## config.mk

```make
export PLATFORM = sky130hd
export DESIGN_NAME = field_halve_arb
export DESIGN_NICKNAME = d
export VERILOG_FILES = /design/src/rtl/field_halve_arb.sv
export SDC_FILE = /design/constraint.sdc
export NUM_CORES = 1
export LEC_CHECK = 0
export CAP_MARGIN = 20
export CELL_PAD_IN_SITES_DETAIL_PLACEMENT = 1
export CELL_PAD_IN_SITES_GLOBAL_PLACEMENT = 2
export CORE_ASPECT_RATIO = 0.9
export CORE_MARGIN = 2
export CORE_UTILIZATION = 31
export DETAILED_ROUTE_END_ITERATION = 6
export GPL_ROUTABILITY_DRIVEN = 0
export GPL_TIMING_DRIVEN = 0
export HOLD_SLACK_MARGIN = 0.03
export PLACE_DENSITY_LB_ADDON = 0.15
export SETUP_SLACK_MARGIN = 0.4
export SLEW_MARGIN = 10
export SYNTH_ARGS = -nofsm -noshare
export SYNTH_HDL_FRONTEND = slang
export SYNTH_HIERARCHICAL = 1
export SYNTH_SLANG_ARGS = --single-unit
```

## constraint.sdc

```tcl
create_clock -name clk -period 5.85 [get_ports clk]
set_input_delay 1.17 -clock clk [delete_from_list [all_inputs] [get_ports clk]]
set_output_delay 1.17 -clock clk [all_outputs]
set_load 0.005 [all_outputs]
```

## src/rtl/field_halve_arb.sv

```systemverilog
// Round-robin arbiter sharing one multi-cycle GF(p) halver (a/2 mod p) among
// n_req requesters; includes the halver so the block is self-contained.

module field_halve #(
    parameter int                 F_NBITS      = 61,
    parameter int                 F_ADD_CYCLES = 2,
    parameter logic [F_NBITS-1:0] F_PRIME      = {F_NBITS{1'b1}}
) (
    input  logic               clk,
    input  logic               rstb,
    input  logic               en,
    input  logic [F_NBITS-1:0] a,
    output logic               ready,
    output logic               ready_pulse,
    output logic [F_NBITS-1:0] c
);
    localparam int CW = (F_ADD_CYCLES < 2) ? 1 : $clog2(F_ADD_CYCLES + 1);

    logic [CW-1:0]  cnt;
    logic           init_q;
    logic [F_NBITS:0] sum;

    // Odd operands get p added first so the shift is an exact division by 2.
    always_comb sum = {1'b0, a} + (a[0] ? {1'b0, F_PRIME} : '0);

    // NOTE: sequential state is only ever written with non-blocking assignments.
    always_ff @(posedge clk or negedge rstb) begin
        if (!rstb) begin
            cnt    <= '0;
            init_q <= 1'b0;
            c      <= '0;
        end else begin
            init_q <= 1'b1;
            if (en && ready) begin
                cnt <= CW'(F_ADD_CYCLES);
                c   <= sum[F_NBITS:1];
            end else if (cnt != '0) begin
                cnt <= cnt - CW'(1);
            end
        end
    end

    assign ready       = init_q && (cnt == '0);
    assign ready_pulse = (cnt == CW'(1));
endmodule

module field_halve_arb #(
    parameter int                 n_req        = 4,
    parameter int                 F_NBITS      = 61,
    parameter int                 F_ADD_CYCLES = 2,
    parameter logic [F_NBITS-1:0] F_PRIME      = {F_NBITS{1'b1}}
) (
    input  logic                       clk,
    input  logic                       rstb,
    input  logic [n_req-1:0]           req,
    input  logic [n_req*F_NBITS-1:0]   a_flat,
    output logic [n_req-1:0]           done,
    output logic [F_NBITS-1:0]         c,
    output logic                       gnt_vld,
    output logic [$clog2(n_req)-1:0]   gnt_idx,
    output logic                       busy
);
    localparam int IW = $clog2(n_req);

    localparam logic [1:0] S_IDLE  = 2'd0;
    localparam logic [1:0] S_ISSUE = 2'd1;
    localparam logic [1:0] S_WAIT  = 2'd2;
    localparam logic [1:0] S_DONE  = 2'd3;

    logic [1:0]         state;
    logic [IW-1:0]      ptr;
    logic [IW-1:0]      win;
    logic               found;
    logic [F_NBITS-1:0] a_q;
    logic [F_NBITS-1:0] ops [n_req];
    logic               halve_en;
    logic               halve_ready;
    logic               halve_ready_pulse;
    logic [F_NBITS-1:0] halve_c;

    for (genvar g = 0; g < n_req; g++) begin : g_ops
        assign ops[g] = a_flat[g*F_NBITS +: F_NBITS];
    end

    // Search starts just past the last grantee and wraps, so each requester
    // waits at most n_req-1 other grants.
    always_comb begin
        int idx;
        // NOTE: every combinational output gets a default first, so no latch is inferred.
        found = 1'b0;
        win   = '0;
        idx   = 0;
        for (int k = 1; k <= n_req; k++) begin
            idx = int'(ptr) + k;
            if (idx >= n_req) idx = idx - n_req;
            if (!found && req[idx]) begin
                found = 1'b1;
                win   = IW'(idx);
            end
        end
    end

    always_ff @(posedge clk or negedge rstb) begin
        if (!rstb) begin
            state   <= S_IDLE;
            ptr     <= IW'(n_req - 1);
            gnt_idx <= '0;
            a_q     <= '0;
            c       <= '0;
        end else begin
            case (state)
                S_IDLE: begin
                    if (found && halve_ready) begin
                        a_q     <= ops[win];
                        gnt_idx <= win;
                        ptr     <= win;
                        state   <= S_ISSUE;
                    end
                end
                S_ISSUE: state <= S_WAIT;
                S_WAIT: begin
                    if (halve_ready_pulse) begin
                        c     <= halve_c;
                        state <= S_DONE;
                    end
                end
                default: state <= S_IDLE;
            endcase
        end
    end

    assign halve_en = (state == S_ISSUE);
    assign gnt_vld  = (state != S_IDLE);
    assign busy     = (state != S_IDLE);
    assign done     = (state == S_DONE) ? ({{(n_req-1){1'b0}}, 1'b1} << gnt_idx) : '0;

    field_halve #(
        .F_NBITS      (F_NBITS),
        .F_ADD_CYCLES (F_ADD_CYCLES),
        .F_PRIME      (F_PRIME)
    ) u_halve (
        .clk         (clk),
        .rstb        (rstb),
        .en          (halve_en),
        .a           (a_q),
        .ready       (halve_ready),
        .ready_pulse (halve_ready_pulse),
        .c           (halve_c)
    );
endmodule

```

==> metrics.md, run 1 <==
| Metric | Value |
|---|---|
| Largest net degree at the start of global routing | 98 |
| CTS sink cnt | 192 |
| Prevailing post-synth register cell | dfrtp_1 |
| Iter 0 DRT Violations | 529 |
| Synth Register Bits | 192 |
| Vias after detailed routing | 10860 |
| Final worst path period need | 4.700 ns |
| R2r setup slk | 1.15 ns |
| Initial Util | 31.26% |
| Vias in the first global route | 11630 |
| TritonCTS Buffers | 17 |
| MaxCap Viol Count | 0 |
| Clk_lat worst skew | 0.45 ns |
| Outcome | completed |
| Critical path peak fanout | 63 |
| Worst-Margin Slew | 0.8928 ns |
| I/O pins | 319 |
| Core area | 40380 um^2 |
| Power Dens Cells | 495.1 nW/um^2 |
| Top-area cell type share of the netlist area | 37.67% |
| CP Class | reg2reg |
| First-pass GRT wire length | 68030 um |
| Setup repair bufs after CTS | 0 |
| Net Count, Synth | 1569 |
| Mapped cell area | 12620 um^2 |
| CTS tree | done |
| IO buf count | 318 |
| Post-Syn Area per Cell | 10.09 um^2 |
| DRC Markers | 0 |
| Area grow syn2layout | 35.47% |
| Routed WL per cell | 20.27 um |
| Total gr overflow | 0 |
| Row count | 70 |
| Placed wire-length estimate | 34170 um |
| Asr flop ratio synth | 100.0% |
| Unrepaired setup endpoints after global routing | no |
| Fmax | 212.8 MHz |
| Hold WC Path Type | reg2reg |
| Max-slew violation total from the final report | 0 |
| Warning count from the yosys run | 6 |
| Die W | 216.7 um |
| Gate Count Post-Synth | 1251 |
| Largest cells by area after synthesis | dfrtp_1, mux2i_1, o221ai_2, ha_1, nand2_1 |
| Clock transition at path regs | 0.08 ns |
| Arr. time, crit path | 5.01 ns |
| Period utilisation layout | 80.34% |
| Overall Global Routing Usage | 20.87% |
| Final worst setup slack | 1.150 ns |
| Pre-CTS setup slack | 1.260 ns |
| Total iterations of the first detailed-routing run | 5 |
| Max VDD drop | 229.1 uV |
| Count leader, synth | dfrtp_1 |
| Max clock buf depth | 2 |
| Max-slew headroom | 40.36% |
| Cts hold-fix bufs | 0 |
| Synth area leader | dfrtp_1 |
| TNS Setup | 0 ns |
| Seq/Total Area, Yosys | 38.08% |
| Pleak | 7.521 nW |
| Initial antenna violation count | 0 |
| Finish-stage setup viols | 0 |
| Worst Setup Start Kind | flop |
| Via density | 5.068 |
| Clk root buf | clkbuf_16 |
| Final Cell Area | 17100 um^2 |
| Filler Cell Count | 4520 |
| Synth cell types | 72 |
| Post-CTS Resized | 0 |
| Total Wirelength | 43410 um |
| Final Skew | 0.009417 ns |
| Antenna diodes | 0 |
| Die area | 42350 um^2 |
| Die height | 195.4 um |
| Post-route ant nets | 0 |
| Worst endpoint required time | 6.16 ns |
| Post-synth EDFFs | 0 |
| Final nets | 1908 |
| Final hold vios | 0 |
| Share of cells above drive strength 1 | 10.49% |
| Commonest cells in the netlist | dfrtp_1, nand2_1, mux2i_1, o21ai_0, a21oi_1 |
| Dpl cell area | 16540 um^2 |
| H-tree depth | 4 |
| Crit path capture type | flop |
==> per-layer routing <==
layer  track usage, %  share of wire, %  vias up
met2            33.23                46      181
met5                0                 0        -
li1                 -                 -     5260
met4            3.577              0.75        0
met1            29.76                50     5399
met3            3.956               4.1       16
==> worst max-delay path, cell delays in order, from the launching register on <==
cell and delay (ns):
dfrtp_4 0.50, buf_16 0.22, ha_1 0.44, a21oi_1 0.58, o21ai_0 0.26, a211oi_1 0.42, o21a_1 0.21, a31oi_1 0.28
a21oi_1 0.40, o221ai_1 0.20, a21o_1 0.24, a221oi_1 0.60, o21ai_0 0.16
==> final cells by class <==
cell class | count | area (um^2) | area share [%]
Clock inverter | 11 | 107.6 | 0.6293
Timing Repair Buffer | 320 | 3243 | 18.97
Tap cell | 540 | 675.6 | 3.951
Multi-Input combinational cell | 960 | 7249 | 42.40
Sequential cell | 192 | 4811 | 28.14
Buffer | 66 | 441.7 | 2.583
Inverter | 33 | 123.9 | 0.7244
Clock buffer | 20 | 446.7 | 2.612
==> kinds of logic (layout without fill, tap and decap cells) <==
kind of cell | count (synthesis) | after routing | synth area share (%)
mux | 184 | 184 | 15.21
xor+xnor | 57 | 57 | 3.955
fa+ha+maj | 68 | 68 | 6.741
other cells | 1 | 1 | 0.02971
flops | 192 | 192 | 38.08
compound gates | 339 | 339 | 20.47
buf+inv | 99 | 450 | 4.481
simple gates | 311 | 311 | 11.03
==> sequential cells by signal, indices dropped and copies added (netlist names) <==
name	count
a_q	61
gnt_idx	2
u_halve/init_q	1
c	61
u_halve/c	61
u_halve/cnt	2
state	2
ptr	2
==> path summary, 6_finish.rpt <==
path                                           start                         to  cells past startpoint
max in group asynchronous                       rstb          c[38]$_DFFE_PN0P_                      2
min                        u_halve/c[39]$_DFFE_PN0P_  u_halve/c[39]$_DFFE_PN0P_                      2
min in group asynchronous                       rstb         a_q[8]$_DFFE_PN0P_                      1
max                               a_q[0]$_DFFE_PN0P_  u_halve/c[60]$_DFFE_PN0P_                     12
min reg2reg                u_halve/c[39]$_DFFE_PN0P_  u_halve/c[39]$_DFFE_PN0P_                      2
max reg2reg                       a_q[0]$_DFFE_PN0P_  u_halve/c[60]$_DFFE_PN0P_                     12
==> per-stage QoR <==
stage	hold WS [ns]	util, %	instances	power, mW
floorplan	0.4428	-	1251	5.535
global placement	0.4568	40.82	2109	7.251
detailed placement	0.4660	40.98	2111	7.332
CTS	0.4825	42.35	2142	8.560
global route	0.5050	42.35	2142	9.186
finish	0.4787	42.35	2142	8.465
==> layout by cell type, fill, tap and decap left out, drive strengths merged, types with 5 or more instances in the layout <==
cell           count
o21ai            102
mux2              62
xor2              18
and3               6
a21o              21
nor2              47
inv               35
mux2i            122
clkdlybuf4s50    317
o211ai            10
and2               5
dfrtp            190
o21bai            16
ha                68
clkinvlp           5
nand2b             9
a21boi             5
nand4             16
nand3             14
xnor2             39
a21oi             87
clkbuf            55
nand2            181
buf               34
o221ai            66
nor2b              7
nor3              13
a31oi              7
==> power by group <==
part / internal [mW] / total, mW / switching [mW] / leakage, nW
Sequential: 1.88 / 2.25 / 0.370 / 2.52
Clock: 0.599 / 1.16 / 0.559 / 0.255
Combinational: 2.19 / 5.05 / 2.86 / 4.75
Total: 4.67 / 8.47 / 3.79 / 7.52
(Power assumes the default switching activity.)
==> run 2: changes to the inputs <==
Clock period 5.85 ns to 4.4 ns, I/O delays scaled along.
==> metrics.md, run 2 (synthesis results as in run 1) <==
| Metric | Value |
|---|---|
| H-tree depth | 4 |
| Area grow syn2layout | 36.77% |
| Largest net degree at the start of global routing | 69 |
| Reg area | 4811 um^2 |
| Crit path top cell by count | a211o_1 |
| Finish-stage setup viols | 0 |
| Highest routed metal layer | met5 |
| Largest registers | a_q (61), c (61), u_halve/c (61) |
| Initial antenna violation count | 3 |
| Fmax | 260.3 MHz |
| Worst-Margin Slew | 0.8662 ns |
| R2R depth | 14 |
| Cts hold-fix bufs | 0 |
| Clk pwr share | 14.0% |
| Clk_lat worst skew | 0.47 ns |
| Critical path peak fanout | 16 |
| Switch share | 44.90% |
| Outcome | completed |
| Unrepaired setup endpoints after global routing | yes |
| Multi-input logic area | 7313 um^2 |
| Die W | 216.7 um |
| Buf/Inv on CP | 2 |
| CTS tree | done |
| Core area | 40380 um^2 |
| Final hold vios | 0 |
| Total gr overflow | 0 |
| CP delay by family, top | compound AO/OA/AOI/OAI gates |
| Post-route ant nets | 0 |
| M1 wire length | 21320 um |
| Reg-to-Reg Start | a_q[0]$_DFFE_PN0P_ |
| Worst Setup Start Kind | flop |
| Commonest non-fill, non-tap cell in the layout | clkdlybuf4s50_1 |
| Die height | 195.4 um |
| Arr. time, crit path | 4.24 ns |
| Final worst path period need | 3.842 ns |
| Initial Util | 31.26% |
| R2r setup slk | 0.56 ns |
| Psw | 5.110 mW |
| Final Skew | 0.02119 ns |
| Crit-path slowest cell | dfrtp_4 |
| Most frequent cells in the layout | clkdlybuf4s50_1, dfrtp_1, nand2_1 |
| CP Class | reg2reg |
| Filler Cell Count | 4560 |
| Total Wirelength | 43640 um |
| Final core utilization | 42.75% |
| Vias in the first global route | 11750 |
| Worst-path cell chain | buf_12 -> ha_2 -> nand3_2 -> nor2_1 -> o211ai_1 -> buf_4 -> a211o_1 -> a211o_1 -> a31oi_4 -> a21oi_2 -> o21bai_4 -> nand2_1 -> a2111o_1 -> o211ai_2 |
| Clock transition at path regs | 0.08 ns |
| Row count | 70 |
| Pre-CTS setup slack | -0.4090 ns |
| TritonCTS Buffers | 17 |
| CP max stage delay | 0.58 ns |
| Pint | 6.272 mW |
| Worst endpoint required time | 4.80 ns |
| Routed WL per cell | 20.30 um |
| Hold WC Path Type | in2async |
| DR WL met3 | 1883 um |
| First-pass GRT wire length | 68190 um |
| Max VDD drop | 220.7 uV |
| Final worst setup slack | 0.5581 ns |
| Clk root buf | clkbuf_16 |
| MaxCap Viol Count | 0 |
| Crit path capture type | flop |
| Placed wire-length estimate | 34650 um |
| Overall Global Routing Usage | 20.96% |
| Max-slew violation total from the final report | 0 |
| Final nets | 1913 |
| Sequential power share | 26.6% |
| Via density | 5.092 |
| CTS sink cnt | 192 |
| Logic pwr share | 59.4% |
| I/O pins | 319 |
| Wire length on met2 | 19980 um |
| IO buf count | 318 |
| Period utilisation layout | 87.32% |
| Max-slew headroom | 42.26% |
| Die area | 42350 um^2 |
| Iter 0 DRT Violations | 560 |
| DRC Markers | 0 |
| Vias after detailed routing | 10950 |
| RR Endpoint | u_halve/c[53]$_DFFE_PN0P_ |
| Total iterations of the first detailed-routing run | 5 |
| Pleak | 7.582 nW |
| Share of cells above drive strength 1 | 11.44% |
| Power Dens Cells | 659.4 nW/um^2 |
| Max clock buf depth | 2 |
## run 2: cell count changes in the layout (fill, tap and decap cells not counted), moves of 2 or more
cell	delta
clkbuf_1	-2
a21oi_2	+2
a21oi_1	-2
inv_8	+3
a31oi_2	+3
clkinvlp_4	-2
diode_2	+2
buf_4	+3
inv_6	+2
a31oi_1	-4
buf_12	+2
## run 2: layer usage
metal | vias up | global-route usage, %
li1 | 5281 | -
met1 | 5450 | 29.43
met2 | 193 | 33.12
met3 | 22 | 4.533
met4 | 2 | 4.363
met5 | - | 0
## run 2: per-stage QoR
stage	power [mW]	cells	hold slack [ns]	setup TNS [ns]	area (um^2)
after global routing	12.35	2148	0.3444	0	17260
after global placement	9.600	2109	0.4581	-1153.39	16480
after detailed placement	9.714	2111	0.4672	-1.324	16540
after CTS	11.47	2146	0.3334	0	17210
final	11.38	2150	0.3252	0	17260
after floorplan	7.359	1251	0.4428	0	12620
## run 2: final cells by class
class,instances,share of cell area [%]
multi-input combinational,960,42.36
clock buffer,18,2.544
buffer,66,2.559
timing repair buffer,325,19.15
antenna,2,0.02899
inverter,33,0.7175
tap,540,3.914
sequential,192,27.87
clock inverter,14,0.8553
## run 2: worst register-to-register path, stage by stage (launching register included)
cell and delay [ns]:
dfrtp_4 0.58, buf_12 0.21, ha_2 0.39, nand3_2 0.15, nor2_1 0.13, o211ai_1 0.23
buf_4 0.23, a211o_1 0.28, a211o_1 0.36, a31oi_4 0.28, a21oi_2 0.15, o21bai_4 0.23
nand2_1 0.07, a2111o_1 0.43, o211ai_2 0.08
## run 2: timing repair
| item | in CTS | in global routing |
|---|---|---|
| gates resized for setup | 5 | 7 |
| endpoints found under the setup margin | 24 | 11 |
| setup buffers | 3 | 2 |
| pin swaps | 1 | 2 |
## run 2: how the worst max path moves through the flow
stage | from | end | slack, ns | cells past startpoint
floorplan | a_q[0]$_DFFE_PN0P_ | u_halve/c[54]$_DFFE_PN0P_ | 0.82 | 12
global placement | rstb | a_q[0]$_DFFE_PN0P_ | -6.75 | 1
detailed placement | a_q[0]$_DFFE_PN0P_ | u_halve/c[60]$_DFFE_PN0P_ | -0.41 | 11
CTS | a_q[0]$_DFFE_PN0P_ | u_halve/c[59]$_DFFE_PN0P_ | 0.42 | 12
global route | a_q[0]$_DFFE_PN0P_ | u_halve/c[54]$_DFFE_PN0P_ | 0.34 | 12
finish | a_q[0]$_DFFE_PN0P_ | u_halve/c[53]$_DFFE_PN0P_ | 0.56 | 14
## run 2: power groups by stage
stage	sequential, mW	combinational, mW	clock [mW]
4_1_cts	3.06	6.76	1.66
3_5_place_dp	3.16	6.55	0
2_1_floorplan	2.90	4.46	0
6_report	3.03	6.76	1.60
5_1_grt	3.14	7.48	1.72
3_3_place_gp	3.14	6.46	0
==> run 3: changes to the inputs <==
Settings changed: CAP_MARGIN 20 to 30, SLEW_MARGIN 10 to default.
==> metrics.md, run 3 (synthesis results as in run 1) <==
| Metric | Value |
|---|---|
| Outcome | completed |
| Unrepaired setup endpoints after global routing | yes |
| Via density | 5.059 |
| DRC Markers | 0 |
| Routed WL per cell | 20.34 um |
| Filler Cell Count | 4547 |
| Commonest non-fill, non-tap cell in the layout | clkdlybuf4s50_1 |
| IO buf count | 318 |
| MaxCap Viol Count | 0 |
| Clock transition at path regs | 0.08 ns |
| RR Endpoint | u_halve/c[53]$_DFFE_PN0P_ |
| Most frequent cells in the layout | clkdlybuf4s50_1, dfrtp_1, nand2_1 |
| Hold WC Path Type | in2async |
| Dpl cell area | 16560 um^2 |
| Final core utilization | 42.84% |
| H-tree depth | 4 |
| Final Cell Area | 17300 um^2 |
| Die W | 216.7 um |
| First-pass GRT wire length | 68160 um |
| Clk_lat worst skew | 0.45 ns |
| CTS tree | done |
| Worst Setup Start Kind | flop |
| Share of cells above drive strength 1 | 11.73% |
| Total gr overflow | 0 |
| Overall Global Routing Usage | 20.92% |
| R2r setup slk | 0.61 ns |
| Critical path peak fanout | 35 |
| Initial antenna violation count | 1 |
| Pleak | 7.594 nW |
| Final worst path period need | 3.793 ns |
| Placed wire-length estimate | 34770 um |
| Arr. time, crit path | 4.17 ns |
| Largest registers | a_q (61), c (61), u_halve/c (61) |
| R2R depth | 14 |
| Total Wirelength | 43770 um |
| Total iterations of the first detailed-routing run | 5 |
| Min Hold Slack | 0.3301 ns |
| Core area | 40380 um^2 |
| Power Dens Cells | 662.4 nW/um^2 |
| Post-route ant nets | 0 |
| Max clock buf depth | 2 |
| Iter 0 DRT Violations | 591 |
| Max-slew headroom | 44.74% |
| Period utilisation layout | 86.20% |
| TritonCTS Buffers | 17 |
| Vias after detailed routing | 10890 |
| Max VDD drop | 276.4 uV |
| Die area | 42350 um^2 |
| Final nets | 1916 |
| CTS sink cnt | 192 |
| Area grow syn2layout | 37.04% |
| Cts hold-fix bufs | 0 |
| Non-filler cells, final | 2152 |
| Row count | 70 |
| Largest net degree at the start of global routing | 69 |
| Final Skew | 0.009314 ns |
| Reg-to-Reg Start | a_q[0]$_DFFE_PN0P_ |
| Crit path capture type | flop |
| CP Class | reg2reg |
| Total Power | 11.46 mW |
| Placed cells | 2112 |
| Fmax | 263.7 MHz |
| Worst endpoint required time | 4.78 ns |
| Worst-Margin Slew | 0.8290 ns |
| Finish-stage setup viols | 0 |
| Die height | 195.4 um |
| Final hold vios | 0 |
| Initial Util | 31.26% |
| I/O pins | 319 |
| Max-slew violation total from the final report | 0 |
| Vias in the first global route | 11740 |
| Clk root buf | clkbuf_16 |
## run 3: cell count changes in the layout (fill, tap and decap cells not counted), sizes merged
cell / previous run / this run
clkinv: 3 / 4
clkbuf: 53 / 55
buf: 39 / 42
diode: 2 / 1
inv: 40 / 36
bufinv: 1 / 2
## run 3: per-layer routing
layer / global-route usage (%) / share of wire (%) / vias to the layer above
met2: 33.18 / 45 / 199
li1: - / - / 5262
met3: 4.283 / 4.2 / 24
met1: 29.51 / 49 / 5401
met4: 4.110 / 1.1 / 0
met5: 0 / 0 / -
## run 3: how the worst max path moves through the flow
stage | startpoint | endpoint | slack (ns) | cells after the start
after global routing | a_q[0]$_DFFE_PN0P_ | u_halve/c[53]$_DFFE_PN0P_ | 0.36 | 14
after floorplan | a_q[0]$_DFFE_PN0P_ | u_halve/c[54]$_DFFE_PN0P_ | 0.82 | 12
final | a_q[0]$_DFFE_PN0P_ | u_halve/c[53]$_DFFE_PN0P_ | 0.61 | 14
after detailed placement | a_q[0]$_DFFE_PN0P_ | u_halve/c[60]$_DFFE_PN0P_ | -0.48 | 12
after global placement | rstb | a_q[0]$_DFFE_PN0P_ | -6.75 | 1
after CTS | a_q[0]$_DFFE_PN0P_ | u_halve/c[53]$_DFFE_PN0P_ | 0.55 | 14
## run 3: power breakdown
part	internal, mW	switching (mW)
Clock	0.857	0.760
Combinational	2.98	3.85
Sequential	2.50	0.508
Total	6.34	5.12
## run 3: cell type report
type	instances	area [um^2]	share of cell area (%)
tap	540	675.6	3.906
antenna	1	2.502	0.01447
buffer	66	441.7	2.553
inverter	33	123.9	0.7161
sequential	192	4811	27.81
timing repair buffer	328	3323	19.21
multi-input combinational	960	7341	42.44
clock inverter	12	132.6	0.7667
clock buffer	20	446.7	2.582
## run 3: timing repair
action                                  4_1_cts  5_1_grt
gates resized for setup                      11        7
endpoints found under the setup margin       26        8
pin swaps                                     3        3
hold endpoints to repair                      0        0
setup buffers                                 6        1
## run 3: critical path, cell delays in order, from the launching register on
cell      delay, ns
dfrtp_4        0.49
buf_12         0.17
ha_2           0.39
o211ai_1       0.11
a21oi_1        0.23
o211ai_1       0.23
buf_4          0.21
a211o_1        0.27
a211o_1        0.36
a31oi_4        0.29
a21oi_2        0.15
o21bai_4       0.23
nand2_1        0.07
a2111o_1       0.43
o211ai_2       0.07
## run 3: per-stage QoR
step,setup WS [ns],TNS [ns]
global route,0.3626,0
detailed placement,-0.4776,-1.251
finish,0.6074,0
global placement,-6.746,-1153.39
floorplan,0.8165,0
CTS,0.5507,0
==> edit 1, RTL diff (settings of run 3) <==
Reset style: synchronous (`rstb`), changed in 2 clocked blocks.
--- a/src/rtl/field_halve_arb.sv
+++ b/src/rtl/field_halve_arb.sv
@@ -24,7 +24,7 @@
     always_comb sum = {1'b0, a} + (a[0] ? {1'b0, F_PRIME} : '0);
 
     // NOTE: sequential state is only ever written with non-blocking assignments.
-    always_ff @(posedge clk or negedge rstb) begin
+    always_ff @(posedge clk) begin
         if (!rstb) begin
             cnt    <= '0;
             init_q <= 1'b0;
@@ -100,7 +100,7 @@
         end
     end
 
-    always_ff @(posedge clk or negedge rstb) begin
+    always_ff @(posedge clk) begin
         if (!rstb) begin
             state   <= S_IDLE;
             ptr     <= IW'(n_req - 1);
Formal check against the unedited RTL: differs if rstb is asserted again (counterexample within 4 cycles, from zero or initial values and one cycle with rstb low); with rstb held inactive, the same outputs for 10 cycles.
==> edit 1 against run 3 <==
- die area down 4.2%
- design area fell by 4.3%
- routed wire length fell by 3.4%
- setup slack improved by 0.13 ns
- first-iteration DRC count is 0.85% lower
- area after synthesis shrank 4.3%
- critical path depth decreased by 2
- sequential share of layout area is 4.6 points lower
- clock skew is 0.0035 ns higher
- sequential cell count unchanged
- maximum frequency increased by 3.5%
- critical path type unchanged
- critical endpoint is now u_halve/c[47]
Power is not compared: it rests on default switching activity, and its combinational part moved more than twofold at a synthesized area within 25%.
==> edit 1: results <==
[synth]
synth_commonest_cells = "nand2_1, dfxtp_1, a21oi_1"
synth_compound_area_share_pct = 24.88
synthAdderAreaFrac_pct = 6.838
synth_area_leaders = "dfxtp_1, mux2i_1, nand2_1, o221ai_2, a21oi_1"
yosys.cell_types.count = 76
yosysSeqAreaShare_pct = 31.83
synthFlopType = "dfxtp_1"
synthXorXnorAreaFrac_pct = 3.989
synthMuxAreaShare_pct = 10.28
async_reset_ff_share_pct = 0
syn-num-nets = 1738

[worst_setup_path]
crit_fanout = 38
worst_r2r_path_depth = 12
crit_slowest_cell = "dfxtp_4"
max_stage_delay_ns = 0.59
cp.arrival_ns = 4.05

[grt]
grt_antenna_before_repair = 0
track_usage_pct = 20.95
grt_pass1_wl_um = 66250
grt_max_degree = 39
grt_pass1_vias = 11900

[detailed_routing]
viasPerCell = 4.994
drt_iter0_markers = 586
wl_per_cell_um = 18.38

[timing]
relSlewSlack_pct = 41.64
skew_ns = 0.01284

[place]
dp_hpwl_um = 34160
io_buffer_count = 318
post_dp_cell_area_um2 = 15960

[final_layout]
drive_above_1_share_pct = 9.301
area_growth_pct = 37.13
nFillCells = 4579
nets = 2077

[min_path]
hp-class = "reg -> reg"

[status]
outcome = "finished clean"
==> edit 1: path summary, 6_finish.rpt <==
kind / start / to / slack [ns]
worst max-delay path: a_q[0] / u_halve/c[47] / 0.74
worst max register to register: a_q[0] / u_halve/c[47] / 0.74
worst min register to register: u_halve/c[19] / c[19] / 0.45
worst min-delay path: u_halve/c[19] / c[19] / 0.45
==> edit 1: cell families (layout without fill, tap and decap cells) <==
group	Yosys count	in the layout
and+or+nand+nor	470	470
AOI/OAI and AO/OA	402	402
DFF	192	192
muxes	124	124
buffers and inverters	113	465
adders and majority gates	66	66
xor gates and xnor gates	55	55
other	0	1
==> edit 1: critical path: cells and delay by family (launching register included) <==
family	cells	cell delay (ns)
compound gates	7	1.88
xor+xnor	1	0.21
fa+ha+maj	1	0.33
buf+inv	1	0.26
flops	1	0.59
simple gates	2	0.32
==> edit 1: final cells by class <==
cell class / count / area share [%]
clock inverters: 15 / 1.012
repair buffers: 320 / 19.43
diodes: 1 / 0.01511
inverters: 22 / 0.4986
plain buffers: 91 / 3.566
flip-flops and latches: 192 / 23.23
well taps: 525 / 3.966
multi-input cells: 1117 / 45.71
clock buffers: 17 / 2.569
==> edit 1: routing by layer <==
metal / global-route usage [%] / wire (um) / vias up
met3: 2.760 / 1600 / 16
li1: - / - / 5768
met2: 34.24 / 19490 / 178
met1: 29.38 / 20900 / 5525
met5: 0 / 0 / -
met4: 4.307 / 287 / 0
==> edit 1: per-stage QoR <==
step | instances | setup TNS, ns | hold slack, ns | worst slack, ns
2_1_floorplan | 1422 | 0 | 0.4249 | 0.5201
3_3_place_gp | 2265 | -22.54 | 0.4361 | -0.8218
3_5_place_dp | 2267 | 0 | 0.4425 | 0.5695
4_1_cts | 2299 | 0 | 0.4533 | 0.5392
5_1_grt | 2299 | 0 | 0.4702 | 0.4227
6_report | 2300 | 0 | 0.4480 | 0.7358
==> edit 1: repair_timing <==
item | CTS | global route
setup endpoints to repair | 0 | 11
gates resized for setup | 0 | 1
buffers inserted | 0 | 0
==> edit 1: power groups by stage <==
| stage | Clock, mW | Combinational [mW] | Sequential (mW) |
|---|---|---|---|
| after global placement | 0 | 3.06 | 2.26 |
| after detailed placement | 0 | 3.15 | 2.24 |
| after CTS | 1.67 | 3.17 | 2.20 |
| after floorplan | 0 | 2.18 | 2.17 |
| final | 1.61 | 3.14 | 2.19 |
| after global routing | 1.73 | 3.49 | 2.23 |
==> edit 2, RTL diff (flow settings as in run 3) <==
Without the edit above. Set the parameter `n_req` to 8 (it was 4).
--- a/src/rtl/field_halve_arb.sv
+++ b/src/rtl/field_halve_arb.sv
@@ -45,7 +45,7 @@
 endmodule
 
 module field_halve_arb #(
-    parameter int                 n_req        = 4,
+    parameter int                 n_req        = 8,
     parameter int                 F_NBITS      = 61,
     parameter int                 F_ADD_CYCLES = 2,
     parameter logic [F_NBITS-1:0] F_PRIME      = {F_NBITS{1'b1}}
Ports: changed (resized a_flat, done, gnt_idx and req); port bits go from 319 to 572. The function was not compared with the original's and may differ.
==> edit 2 against run 3 <==
- power grew 100%
- setup slack lost 0.21 ns
- routed wire length grew 90%
- cell count grew 52%
- via count grew 66%
- non-clock buffer count grew 371
- design area grew 42%
- area after synthesis grew 30%
- clock power is essentially flat
- sequential cell count grew 2
==> edit 2: results <==
[status]
outcome = "finished clean"

[grt]
grt_max_degree = 101
use_met2_pct = 48.35
track_usage_pct = 29.70
grt_pass1_wl_um = 120700
grt_antenna_before_repair = 29

[synth]
syn-num-nets = 2493
synthMuxAreaShare_pct = 14.88
synth_area_leaders = "dfrtp_1, mux2_2, nand2_1, o211ai_1, ha_1"
avgSynthCellArea_um2 = 8.518
synth_compound_area_share_pct = 26.24
yosysSeqAreaShare_pct = 29.61

[final_layout]
inverters = 101
clkbuf_count = 22
nets = 3125
n_antenna_cell = 22
multi_input_area_um2 = 10740
clock_area_share_pct = 2.358
stdcell_count = 3281
drive_above_1_share_pct = 13.73
signal_buffers = 765
seq_share_pct = 19.83

[worst_setup_path]
startpoint = "req[3]"
max_stage_delay_ns = 0.57
critPathTopFamily = "multiplexers"
crit_fanout = 8
crit_slowest_cell = "mux4_2"

[place]
io_buffer_count = 571
post_dp_cell_area_um2 = 23050
dp_hpwl_um = 68580
pre_cts_ws_ns = -0.8106

[clock_network]
post_cts_buffers = 22
cts-resized-gates = 75

[floorplan]
dieArea_um2 = 54780

[detailed_routing]
drt_iter0_markers = 916
drt-met1-wl_um = 35880
met2_length_um = 39320
wl_per_cell_um = 25.28
dr_wl_met3_um = 5315

[power_and_ir_drop]
p_leak_nw = 10.18
ir_drop_v = 0.0003780
switching_power_mw = 12.24
pg_comb_mw = 18.5

[timing]
skew_ns = 0.01374
[edit 2: changes by cell type after synthesis, sizes merged, moves of 65 or more]
cell and delta:
nand2 +132, o21ai +65, mux2i -117, inv +67, o211ai +124, mux2 +130
[edit 2: worst register-to-register path, cell delays in order, from the launching register on]
cell and delay, ns:
dfstp_2 0.57, buf_8 0.11, buf_8 0.11, inv_8 0.04, ha_4 0.25, buf_6 0.13
buf_8 0.13, mux4_2 0.37, buf_6 0.17, nor3_4 0.21, nand3_4 0.17, o211ai_4 0.29
buf_8 0.20, buf_12 0.15, mux2_1 0.40, o211ai_1 0.42, o211ai_1 0.15
[edit 2: path summary, 6_finish.rpt]
kind / endpoint / slack (ns)
max: a_q[37] / 0.40
min: c[3] / 0.40
max reg2reg: a_q[37] / 0.40
min reg2reg: u_halve/c[28] / 0.48
max in group asynchronous: a_q[0] / 2.96
min in group clk: u_halve/c[28] / 0.48
